**config.mk**
```make
export PLATFORM = sky130hd
export DESIGN_NAME = issue_hazard_ctrl
export DESIGN_NICKNAME = d
export VERILOG_FILES = /design/src/rtl/issue_hazard_ctrl_pkg.sv /design/src/rtl/issue_hazard_ctrl_reg_scoreboard.sv /design/src/rtl/issue_hazard_ctrl.sv
export SDC_FILE = /design/constraint.sdc
export NUM_CORES = 1
export LEC_CHECK = 0
export CAP_MARGIN = 20
export CORE_ASPECT_RATIO = 1.4
export CORE_MARGIN = 5
export CORE_UTILIZATION = 35
export CTS_CLUSTER_DIAMETER = 150
export CTS_CLUSTER_SIZE = 14
export DETAILED_ROUTE_END_ITERATION = 8
export MAX_ROUTING_LAYER = met4
export PLACE_DENSITY = 0.51
export RECOVER_POWER = 25
export SLEW_MARGIN = 20
export SYNTH_ARGS = -nofsm -noshare
export SYNTH_HDL_FRONTEND = slang
export SYNTH_SLANG_ARGS = --single-unit
```
**constraint.sdc**
```tcl
create_clock -name clk -period 5.9 [get_ports clk]
set_input_delay 0.59 -clock clk [delete_from_list [all_inputs] [get_ports clk]]
set_output_delay 0.59 -clock clk [all_outputs]
set_load 0.05 [all_outputs]
```
**src/rtl/issue_hazard_ctrl_pkg.sv**
```systemverilog
// Shared types and helpers for the decode-to-execute issue controller.
package issue_hazard_ctrl_pkg;

    typedef logic [4:0] RegIdx;

    typedef enum logic [1:0] {
        RUN       = 2'd0,
        WAIT_CTRL = 2'd1,
        DRAIN     = 2'd2,
        HALT      = 2'd3
    } IssueState;

    localparam RegIdx REG_ZERO = 5'd0;

    // A source only blocks issue when it is really read, is not x0 and has a pending write.
    function automatic logic src_blocked(input logic use_en, input RegIdx idx, input logic busy);
        return use_en & (idx != REG_ZERO) & busy;
    endfunction

endpackage

```
**src/rtl/issue_hazard_ctrl_reg_scoreboard.sv**
```systemverilog
// Per-register pending-write counters with in-flight total and sticky underflow error.
module reg_scoreboard
    import issue_hazard_ctrl_pkg::*;
#(
    parameter int CNT_W = 3
) (
    input  logic             clk,
    input  logic             rst_n,
    input  logic             inc_en,
    input  RegIdx            inc_rd,
    input  logic             dec_en,
    input  RegIdx            dec_rd,
    input  RegIdx            rd_a,
    input  RegIdx            rd_b,
    output logic             busy_a,
    output logic             busy_b,
    output logic [CNT_W-1:0] inflight,
    output logic             err
);

    // Entry 0 is held at zero so x0 reads as never busy without special-casing the index.
    logic [CNT_W-1:0] cnt_q [32];
    logic [CNT_W-1:0] cnt_d [32];
    logic [CNT_W-1:0] inflight_q, inflight_d;
    logic             err_q, err_d;
    logic             inc_ok_s, dec_ok_s, dec_bad_s;

    // Qualify increment/decrement requests against the registered counts.
    always_comb begin
        inc_ok_s  = 1'b0;
        dec_ok_s  = 1'b0;
        dec_bad_s = 1'b0;
        if (inc_en && (inc_rd != REG_ZERO) && (cnt_q[inc_rd] != {CNT_W{1'b1}})) begin
            inc_ok_s = 1'b1;
        end else begin
            inc_ok_s = 1'b0;
        end
        if (dec_en && (dec_rd != REG_ZERO)) begin
            dec_ok_s  = (cnt_q[dec_rd] != {CNT_W{1'b0}});
            dec_bad_s = (cnt_q[dec_rd] == {CNT_W{1'b0}});
        end else begin
            dec_ok_s  = 1'b0;
            dec_bad_s = 1'b0;
        end
    end

    // Next counter values; a simultaneous inc and dec on one register cancel out.
    always_comb begin
        cnt_d[0] = {CNT_W{1'b0}};
        for (int i = 1; i < 32; i++) begin
            case ({inc_ok_s && (inc_rd == RegIdx'(i)), dec_ok_s && (dec_rd == RegIdx'(i))})
                2'b10:   cnt_d[i] = cnt_q[i] + {{(CNT_W-1){1'b0}}, 1'b1};
                2'b01:   cnt_d[i] = cnt_q[i] - {{(CNT_W-1){1'b0}}, 1'b1};
                default: cnt_d[i] = cnt_q[i];
            endcase
        end
        case ({inc_ok_s, dec_ok_s})
            2'b10:   inflight_d = inflight_q + {{(CNT_W-1){1'b0}}, 1'b1};
            2'b01:   inflight_d = inflight_q - {{(CNT_W-1){1'b0}}, 1'b1};
            default: inflight_d = inflight_q;
        endcase
        err_d = err_q | dec_bad_s;
    end

    // Scoreboard state registers.
    always_ff @(posedge clk or negedge rst_n) begin
        if (!rst_n) begin
            for (int i = 0; i < 32; i++) begin
                cnt_q[i] <= {CNT_W{1'b0}};
            end
            inflight_q <= {CNT_W{1'b0}};
            err_q      <= 1'b0;
        end else begin
            for (int i = 0; i < 32; i++) begin
                cnt_q[i] <= cnt_d[i];
            end
            inflight_q <= inflight_d;
            err_q      <= err_d;
        end
    end

    assign busy_a   = (cnt_q[rd_a] != {CNT_W{1'b0}});
    assign busy_b   = (cnt_q[rd_b] != {CNT_W{1'b0}});
    assign inflight = inflight_q;
    assign err      = err_q;

endmodule

```
**src/rtl/issue_hazard_ctrl.sv**
```systemverilog
// Issue controller: scoreboard hazard gating, control-flow blocking/flush, BREAK drain and halt.
module issue_hazard_ctrl
    import issue_hazard_ctrl_pkg::*;
#(
    parameter int MAX_INFLIGHT = 4,
    parameter int CNT_W        = 3,
    parameter int STALL_W      = 32
) (
    input  logic               clk,
    input  logic               rst_n,
    input  logic               dec_valid,
    output logic               dec_ready,
    input  logic [4:0]         dec_rs1,
    input  logic [4:0]         dec_rs2,
    input  logic               dec_use_rs1,
    input  logic               dec_use_rs2,
    input  logic [4:0]         dec_rd,
    input  logic               dec_reg_write,
    input  logic               dec_ctrl,
    input  logic               dec_break,
    input  logic               dec_fail,
    output logic               iss_valid,
    input  logic               iss_ready,
    input  logic               wb_valid,
    input  logic [4:0]         wb_rd,
    input  logic               res_valid,
    input  logic               res_redirect,
    output logic               flush,
    output logic               halted,
    output logic               sb_err,
    output logic [STALL_W-1:0] stall_cnt
);

    localparam logic [CNT_W-1:0] MAX_CNT = CNT_W'(MAX_INFLIGHT);

    IssueState          state_q, state_d;
    logic               flush_q, flush_d;
    logic [STALL_W-1:0] stall_q, stall_d;
    logic               busy1_s, busy2_s, sb_err_s;
    logic [CNT_W-1:0]   inflight_s;
    logic               hazard_s, fire_s;

    reg_scoreboard #(
        .CNT_W (CNT_W)
    ) u_sb (
        .clk      (clk),
        .rst_n    (rst_n),
        .inc_en   (fire_s & dec_reg_write),
        .inc_rd   (dec_rd),
        .dec_en   (wb_valid),
        .dec_rd   (wb_rd),
        .rd_a     (dec_rs1),
        .rd_b     (dec_rs2),
        .busy_a   (busy1_s),
        .busy_b   (busy2_s),
        .inflight (inflight_s),
        .err      (sb_err_s)
    );

    // Hazards use registered counts only: a writeback this cycle does not unblock a reader.
    assign hazard_s = src_blocked(dec_use_rs1, dec_rs1, busy1_s)
                    | src_blocked(dec_use_rs2, dec_rs2, busy2_s)
                    | (dec_reg_write & (dec_rd != REG_ZERO) & (inflight_s == MAX_CNT));
    assign iss_valid = dec_valid & (state_q == RUN) & ~hazard_s & ~dec_fail;
    assign dec_ready = iss_valid & iss_ready;
    assign fire_s    = dec_ready;

    // Next-state, flush and stall-counter logic.
    always_comb begin
        state_d = state_q;
        flush_d = 1'b0;
        stall_d = stall_q;
        case (state_q)
            RUN: begin
                if (dec_valid && dec_fail) begin
                    state_d = HALT;
                end else if (fire_s && dec_ctrl) begin
                    state_d = WAIT_CTRL;
                end else if (fire_s && dec_break) begin
                    state_d = DRAIN;
                end else begin
                    state_d = RUN;
                end
            end
            WAIT_CTRL: begin
                if (res_valid) begin
                    state_d = RUN;
                    flush_d = res_redirect;
                end else begin
                    state_d = WAIT_CTRL;
                end
            end
            DRAIN: begin
                if (inflight_s == {CNT_W{1'b0}}) begin
                    state_d = HALT;
                end else begin
                    state_d = DRAIN;
                end
            end
            HALT:    state_d = HALT;
            default: state_d = HALT;
        endcase
        if ((state_q == RUN) && dec_valid && !dec_ready && (stall_q != {STALL_W{1'b1}})) begin
            stall_d = stall_q + {{(STALL_W-1){1'b0}}, 1'b1};
        end else begin
            stall_d = stall_q;
        end
    end

    // Controller state registers.
    always_ff @(posedge clk or negedge rst_n) begin
        if (!rst_n) begin
            state_q <= RUN;
            flush_q <= 1'b0;
            stall_q <= {STALL_W{1'b0}};
        end else begin
            state_q <= state_d;
            flush_q <= flush_d;
            stall_q <= stall_d;
        end
    end

    assign flush     = flush_q;
    assign halted    = (state_q == HALT);
    assign sb_err    = sb_err_s;
    assign stall_cnt = stall_q;

endmodule

```
==> results by group <==
Layout
  – # diodes: 0
  – Area Growth Syn to Fin: 18.3%
  – Layout cell share with drive strength beyond 1: 8.61%
  – NumNets Final: 1084
  – # fillers: approximately 2500

Clocking
  – Clock Path Buffers: 2
  – CTS tree: built
  – Clk pin slew, worst setup/hold paths: 0.06 ns
  – Clock root cell: clkbuf_16
  – Cts hold-fix bufs: 0
  – Clk Latency, worst-skew pair: about 0.43 ns
  – CTS sink cnt: 132
  – CTS Buf Count: 17
  – H-tree levels: 4
  – Setup bufs post-CTS: 0
  – Cts repair resizes: 0

Global routing
  – Global-route wire length before repair: 41.6 mm
  – Largest net degree at the start of global routing: 77
  – Remaining Overflow, GRT: 0
  – Initial antenna violation count: 0
  – Tot GR Track Use: 18.4%
  – Vias in the first global route: 7271

Setup path
  – Crit-path cells: clkdlybuf4s50_1 > nand2b_1 > nor2_1 > a21oi_1 > mux4_2 > nand2b_1 > nor3_1 > nand3_1 > nor2_1 > ha_1 > inv_1 > fa_1 > xor2_1 > nor2_1 > xor2_1
  – Crit path depth: 15
  – Reg2Reg Capture Point: u_sb.cnt_q[50]
  – CP required: 6.25 ns
  – Worst Path Buf+Inv: 2
  – CP top delay family: simple AND/OR/NAND/NOR gates
  – R2R setup slack: around 2.1 ns
  – Crit-path slowest cell: clkdlybuf4s50_1
  – Type of origin of the critical path: input pin
  – Crit path capture type: flop
  – CP Class: in2reg
  – Arr. time, crit path: 5.05 ns
  – Max incr delay on CP: 0.96 ns
  – RR Startpoint: u_sb.cnt_q[48]
  – Crit path top cell by count: nor2_1
  – Crit-path max FO: 17
  – R2R cell count: 13

Pwr
  – Maximum vdd ir drop: approximately 0.2 mV
  – Total power: 3.58 mW
  – Power Dens Cells: 330 nW/um^2
  – Cell leakage power: roughly 5.0 nW

Routing
  – DRT Wirelength: around 26 mm
  – Drt pass-1 iters: 5
  – 1st-iter DRT viols: 396
  – Detail Route Antenna Nets: 0
  – Routed vias/inst: 5.38
  – Routed len/inst: 19.5 um
  – DRC errors left: 0
  – Via Count: approximately 7000

Timing
  – RSZ-0062 raised after global routing: false
  – Setup TNS: 0 ns
  – Final setup violation count: 0
  – Clk_skew: roughly 0.017 ns
  – Min Tclk post-route: 4.69 ns
  – Fmax: 0.213 GHz
  – Relative slew slack: -180%
  – Fin. Hold Viols: 0
  – Period utilisation layout: 79.5%
  – Max-slew violations: 77
  – Actual transition at the worst max-transition pin: 4.20 ns

Status
  – Status: complete, but fails checks
  – Failing checks: capacitance limit, slew limit

Yosys
  – Fraction of registers with async set/reset: 100%
  – Synth area leaders: dfrtp_1 (36%), xor2_1 (9.1%), fa_1 (7.0%)
  – Post-synth EDFFs: 0
  – Share of the synthesized area in the top cell type: 36.0%
  – Yosys top cell by area: dfrtp_1
  – Cell Area, Synth: 9160 um^2
  – Top FF cell, synth: dfrtp_1
  – Mapped Nets: a little over 1000
  – Synth Area per Inst: 9.95 um^2
  – Sequential area share after synthesis: 36.0%
  – Cells after Synth: 921
  – Yosys warns: 0
  – Register bit total from synthesis: 132
  – Yosys cell types: 60

Floorplan
  – Die Height: between 200 and 250 um
  – Die X: 147 um
  – Top-level I/O count: 70
  – Core box area: ~26000 um^2
  – Starting Density: a little over a third
  – Row cnt: 70
  – Die ar.: 29600 um^2

Hold path
  – Hold Path Origin: stall_cnt[10]
  – Hold Path Class: reg2reg
  – Hold endpoint: stall_cnt[10]
  – Hold Crit Depth: 1

Flow run
  – Max Cap Violations: 1

Placement
  – Post-DP HPWL: 19.2 mm
  – Buffers on Ports: 69
  – GPL Wtd Cong: 0.853
stage by stage:
stage / std cells / area (um^2) / utilization [%] / hold slack (ns) / setup WS (ns)
5_1_grt: 1323 / 10800 / 41.7 / 0.500 / 0.739
3_5_place_dp: 1291 / 10200 / 39.2 / 0.465 / 0.840
6_report: 1323 / 10800 / 41.7 / 0.490 / 1.21
2_1_floorplan: 921 / 9160 / - / 0.294 / 2.09
4_1_cts: 1323 / 10900 / 41.7 / 0.225 / 1.25
3_3_place_gp: 1291 / 10200 / 39.2 / 0.477 / 0.856
worst max-delay path by stage:
| stage | to | from | slack, ns |
|---|---|---|---|
| detailed placement | u_sb.cnt_q[50] | wb_rd[0] | 0.84 |
| CTS | iss_valid | dec_rs2[0] | 1.25 |
| global route | u_sb.cnt_q[17] | rst_n | 0.74 |
| global placement | u_sb.cnt_q[56] | wb_rd[0] | 0.86 |
| floorplan | u_sb.cnt_q[23] | dec_rs2[1] | 2.09 |
| finish | u_sb.cnt_q[50] | wb_rd[0] | 1.21 |
per-layer routing:
layer  vias to the layer above  part of all wire, %  global-route usage [%]
li1                       3306                    -                       -
met1                      3551                   42                    22.8
met2                       217                   51                    30.4
met3                        46                  4.4                    3.18
met4                         0                  3.0                    6.56
met5                         -                    0                       -
final cells by class:
class	count	area (um^2)	area share (%)
clock inverters	15	225	2.08
well taps	324	405	3.74
inverters	101	379	3.50
flip-flops and latches	132	3300	30.5
repair buffers	84	795	7.33
clock buffers	17	425	3.92
multi-input cells	650	5310	49.0
state kept, by name, indices dropped and copies added (netlist names):
name and count:
u_sb.err 1, stall_cnt 32, state_q 2, u_sb.inflight 3, u_sb.cnt_q 93, flush 1
synthesized netlist by cell type, types with 7 or more instances:
library cell	number
a21oi_1	9
ha_1	33
buf_2	12
nor2_1	96
o31ai_1	8
inv_1	99
xor2_1	95
mux2i_1	39
o211ai_1	10
nor4_1	14
nand2_1	25
clkbuf_1	15
nor4b_1	7
nor3b_1	8
nor3_1	53
fa_1	32
nand2b_1	8
nand4_1	13
xnor2_1	32
dfrtp_1	132
o21ai_0	7
nand3_1	64
nor2b_1	7
and3_1	8
mux4_2	26
cells in the final DEF, fill, tap and decap left out, types with 26 or more instances in the layout:
cell             instances
clkdlybuf4s50_1         67
dfrtp_1                132
fa_1                    32
ha_1                    33
inv_1                   99
mux2i_1                 39
mux4_2                  26
nand3_1                 64
nor2_1                  96
nor3_1                  53
xnor2_1                 32
xor2_1                  95
power by group:
part           switching (mW)  internal [mW]  leakage [nW]
sequential              0.287           1.11          1.62
clock                   0.436          0.753         0.318
combinational           0.528          0.464          3.04
cell families (layout without fill, tap and decap cells):
family | count (synthesis) | in the layout | synth area share, %
compound gates | 69 | 69 | 5.57
fa+ha+maj | 65 | 65 | 11.5
buf+inv | 139 | 217 | 6.01
simple gates | 321 | 321 | 17.7
mux | 68 | 68 | 11.0
flops | 132 | 132 | 36.0
xor+xnor | 127 | 127 | 12.1
(Power assumes the default switching activity.)
